$ cat config.mk
export PLATFORM = sky130hd
export DESIGN_NAME = io_debounce
export DESIGN_NICKNAME = d
export VERILOG_FILES = /design/src/rtl/io_debounce.sv
export SDC_FILE = /design/constraint.sdc
export NUM_CORES = 1
export LEC_CHECK = 0
export ABC_AREA = 1
export BUFFER_PORTS_ARGS = -buffer_cell sky130_fd_sc_hd__buf_2
export CAP_MARGIN = 10
export CORE_UTILIZATION = 48
export DETAILED_ROUTE_END_ITERATION = 6
export GPL_ROUTABILITY_DRIVEN = 1
export MAX_ROUTING_LAYER = met4
export PLACE_DENSITY = 0.75
export SLEW_MARGIN = 40
export SYNTH_ARGS = -nofsm -noshare
export SYNTH_HDL_FRONTEND = slang
export SYNTH_SLANG_ARGS = --single-unit
$ cat constraint.sdc
create_clock -name i_clk -period 2.7 [get_ports i_clk]
set_input_delay 0.135 -clock i_clk [delete_from_list [all_inputs] [get_ports i_clk]]
set_output_delay 0.135 -clock i_clk [all_outputs]
set_load 0.05 [all_outputs]
$ cat src/rtl/io_debounce.sv
// Debounces 18 slide switches and 4 active-low keys. Each bit needs
// STABLE_TICKS consecutive disagreeing prescaler ticks before its level changes.
module io_debounce #(
  parameter int TICK_DIV     = 50000,
  parameter int STABLE_TICKS = 8
) (
  input  logic        i_clk,
  input  logic        i_reset,
  input  logic [17:0] i_sw,
  input  logic [3:0]  i_key,
  output logic [31:0] o_ph_sw,
  output logic [31:0] o_ph_button,
  output logic [3:0]  o_btn_press,
  output logic        o_tick
);

  localparam int NB = 22;
  localparam int CW = $clog2(TICK_DIV);
  localparam logic [CW-1:0] DIV_LAST = CW'(TICK_DIV - 1);
  localparam logic [7:0]    CNT_LAST = 8'(STABLE_TICKS - 1);

  logic [NB-1:0] sync1;
  logic [NB-1:0] sync2;
  logic [NB-1:0] level;
  logic [NB-1:0] level_next;
  logic [7:0]    stab_cnt      [NB];
  logic [7:0]    stab_cnt_next [NB];
  logic [CW-1:0] div_cnt;
  logic [CW-1:0] div_cnt_next;
  logic          tick_q;
  logic [3:0]    press_q;

  always_comb begin
    div_cnt_next = (div_cnt == DIV_LAST) ? '0 : div_cnt + CW'(1);
  end

  // Keys are inverted ahead of the first flop so everything downstream is active-high.
  // tick_q is registered one count early so it is high while div_cnt == TICK_DIV-1.
  always_ff @(posedge i_clk) begin
    if (i_reset) begin
      sync1   <= '0;
      sync2   <= '0;
      div_cnt <= '0;
      tick_q  <= 1'b0;
    end else begin
      sync1   <= {~i_key, i_sw};
      sync2   <= sync1;
      div_cnt <= div_cnt_next;
      tick_q  <= (div_cnt_next == DIV_LAST);
    end
  end

  always_comb begin
    level_next = level;
    for (int i = 0; i < NB; i++) begin
      stab_cnt_next[i] = stab_cnt[i];
      if (sync2[i] == level[i]) begin
        stab_cnt_next[i] = '0;
      end else if (tick_q) begin
        if (stab_cnt[i] == CNT_LAST) begin
          level_next[i]    = sync2[i];
          stab_cnt_next[i] = '0;
        end else begin
          stab_cnt_next[i] = stab_cnt[i] + 8'd1;
        end
      end
    end
  end

  // The press pulse lines up with the first cycle the new level is visible.
  always_ff @(posedge i_clk) begin
    if (i_reset) begin
      level   <= '0;
      press_q <= '0;
      for (int i = 0; i < NB; i++) stab_cnt[i] <= '0;
    end else begin
      level   <= level_next;
      press_q <= level_next[21:18] & ~level[21:18];
      for (int i = 0; i < NB; i++) stab_cnt[i] <= stab_cnt_next[i];
    end
  end

  assign o_ph_sw     = {14'b0, level[17:0]};
  assign o_ph_button = {28'b0, level[21:18]};
  assign o_btn_press = press_q;
  assign o_tick      = tick_q;

endmodule
==> metrics.txt <==
synthesized flop and latch total 263; Top Metal Used met4; routed len/inst 10.38 µm; outcome complete, no violations; Lkg Pwr 5.084 nW; most common cell after layout, fill and taps aside nor2_1; register area between 5000 and 6000 µm²; Initial DRT Pass Iterations 5; Core ar. between 20000 and 25000 µm²; Yosys top cell area share 44.90%; fraction of layout cells with a size suffix above 1 under 10%; crit start category register; initial core utilization 49.51%; Power Density 620.8 nW/µm²; worst IR drop on VDD 0.4296 mV; Chip Height 158.3 µm; largest area contributor in the netlist dfxtp_1; Fin Clk Skew 0.01546 ns; relative slew slack 50.91%; DRC violations left 0; Worst Path Max Fanout 74; vias in the first global route roughly 8900; # clock sinks 263; MaxCap Viol Count 0; area grow syn2layout 13.70%; Worst Path Arrival 2.32 ns; initial antenna violation count 0; Reg clk slew, reported paths 0.06 ns; Yosys cell types 31; Hold Fails Final Rpt 0; gr ovfl total 0; Final setup viols 0; NumNets Final 1755; routed vias/inst 4.719; Syn Area/Cell 7.207 µm²; Die Span X 158.3 µm; critical path class register to register; fill count 2177; post-route clock period utilization 70.15%; clk_lat worst skew approximately 0.55 ns; Required @ worst endpoint 3.13 ns; crit path time final 1.894 ns; H-tree levels 1; setup_tns 0 ns; GPL Wtd Cong between 0.8 and 0.9; register area share after synthesis 44.90%; Total GRT Usage a little under a fifth; area of the multi-input gates 5243 µm²; synth top area cells dfxtp_1, nor2_1, nand2_1; n_diodes 0; remaining antenna violation count 0; root buffer cell clkbuf_16; number of top-level pins 93; final wirelength 21290 µm; measured slew at the worst slew-check pin roughly 0.74 ns; Met2 Routed Length a little under 10000 µm; Die Area 25060 µm²; total number of vias 9673; final slew viol count 0; # rows 56; dpl hpwl 14630 µm; Port Buffers 50; most frequent cells in the layout nor2_1, nand2_1, dfxtp_1, inv_1, nor3_1; initial DRC count 567; crit path capture type register; pin count of the biggest net entering global routing 75; first-pass GRT wire length roughly 37000 µm; area of the mapped netlist 11730 µm²; CTS tree built; Ys Warns 0; Total Power ~8.3 mW; unrepaired setup endpoints after global routing no; fmax 0.5280 GHz; Hold Path Class primary input to register; postcts setup bufs 0; Gate Count Post-Synth about 1600; metal3 WL approximately 980 µm; met1 WL about 10000 µm; total CTS buffers 29; CTS max path bufs 3
==> cell usage after synthesis <==
cell type / number
dfxtp_1: 263
nor2_2: 22
xor2_1: 18
nand2_1: 284
inv_2: 15
buf_6: 6
nor3b_2: 5
buf_2: 11
a211oi_1: 5
nand3_1: 55
nand2_2: 9
o21ai_1: 2
a21oi_1: 83
nor3_1: 96
o21a_1: 1
a21oi_2: 1
nor4_1: 1
nand3_2: 7
nor3_2: 4
inv_1: 222
conb_1: 1
clkbuf_1: 8
xnor2_1: 1
o31ai_1: 1
nor2_1: 321
o21bai_1: 13
o21ai_0: 45
buf_4: 44
nand4_1: 23
nor3b_1: 37
ha_1: 23
==> cells by family (layout without fill, tap and decap cells) <==
logic type	Yosys count	count (layout)	share of synthesized area, %
buf+inv	306	369	11.71
simple gates	864	864	32.59
compound gates	151	151	6.904
fa+ha+maj	23	23	2.454
xor+xnor	19	19	1.419
other cells	1	42	0.03198
flops	263	263	44.90
==> where the power goes <==
group / leakage, nW / internal, mW / switching (mW)
clock: 0.498 / 2.49 / 1.57
combinational: 2.46 / 0.0648 / 0.219
sequential: 2.13 / 3.91 / 0.0174
==> worst max-delay path, stage by stage (launching register included) <==
cell and delay [ns]:
dfxtp_4 0.53, buf_12 0.31, nand2_1 0.12, nor2_1 0.14
nand2_1 0.09, inv_1 0.09, nand3_1 0.09, nor2_1 0.14
nand2_1 0.06, nor3b_1 0.13
==> registers in the layout, summed over array words and instances (netlist names) <==
signal	count
div_cnt	16
sync2	22
sync1	22
stab_cnt	176
level	22
o_btn_press	4
o_tick	1
==> routing by layer <==
metal  vias up  GRT usage (%)
li1       5194              -
met4         0          5.403
met5         -              -
met1      4258          21.97
met2       186          31.16
met3        35          3.048
==> path summary, 6_finish.rpt <==
| path | from | to | slack [ns] | cells after the start |
|---|---|---|---|---|
| max | o_tick | stab_cnt[2][23] | 0.81 | 9 |
| min | i_reset | level[8] | 0.20 | 4 |
| max reg2reg | o_tick | stab_cnt[2][23] | 0.81 | 9 |
| min reg2reg | sync1[18] | sync2[18] | 0.40 | 2 |
==> repair_timing <==
action	4_1_cts	5_1_grt
endpoints found under the hold margin	22	0
gates resized for setup	0	0
hold buffers	22	0
==> area by class of cell <==
class                   instances  area share (%)
repair buffers                 78           3.960
flip-flops and latches        263           39.52
clock inverters                17           1.492
inverters                     237           6.672
well taps                     319           2.994
clock buffers                  37           6.044
multi-input cells            1099           39.32
==> per-stage QoR <==
step           setup WS [ns]  instances  area (µm²)  utilization, %  hold slack (ns)
4_1_cts               0.8462       2050       13330           56.30           0.2036
6_report              0.8059       2050       13330           56.30           0.2017
5_1_grt               0.6257       2050       13330           56.30           0.2485
3_3_place_gp          0.9362       1974       12110           51.13           0.2915
2_1_floorplan         0.9843       1668       11880               -           0.2074
3_5_place_dp          0.8648       1974       12110           51.13           0.2986
No activity file was read; power rests on OpenSTA's default activity.
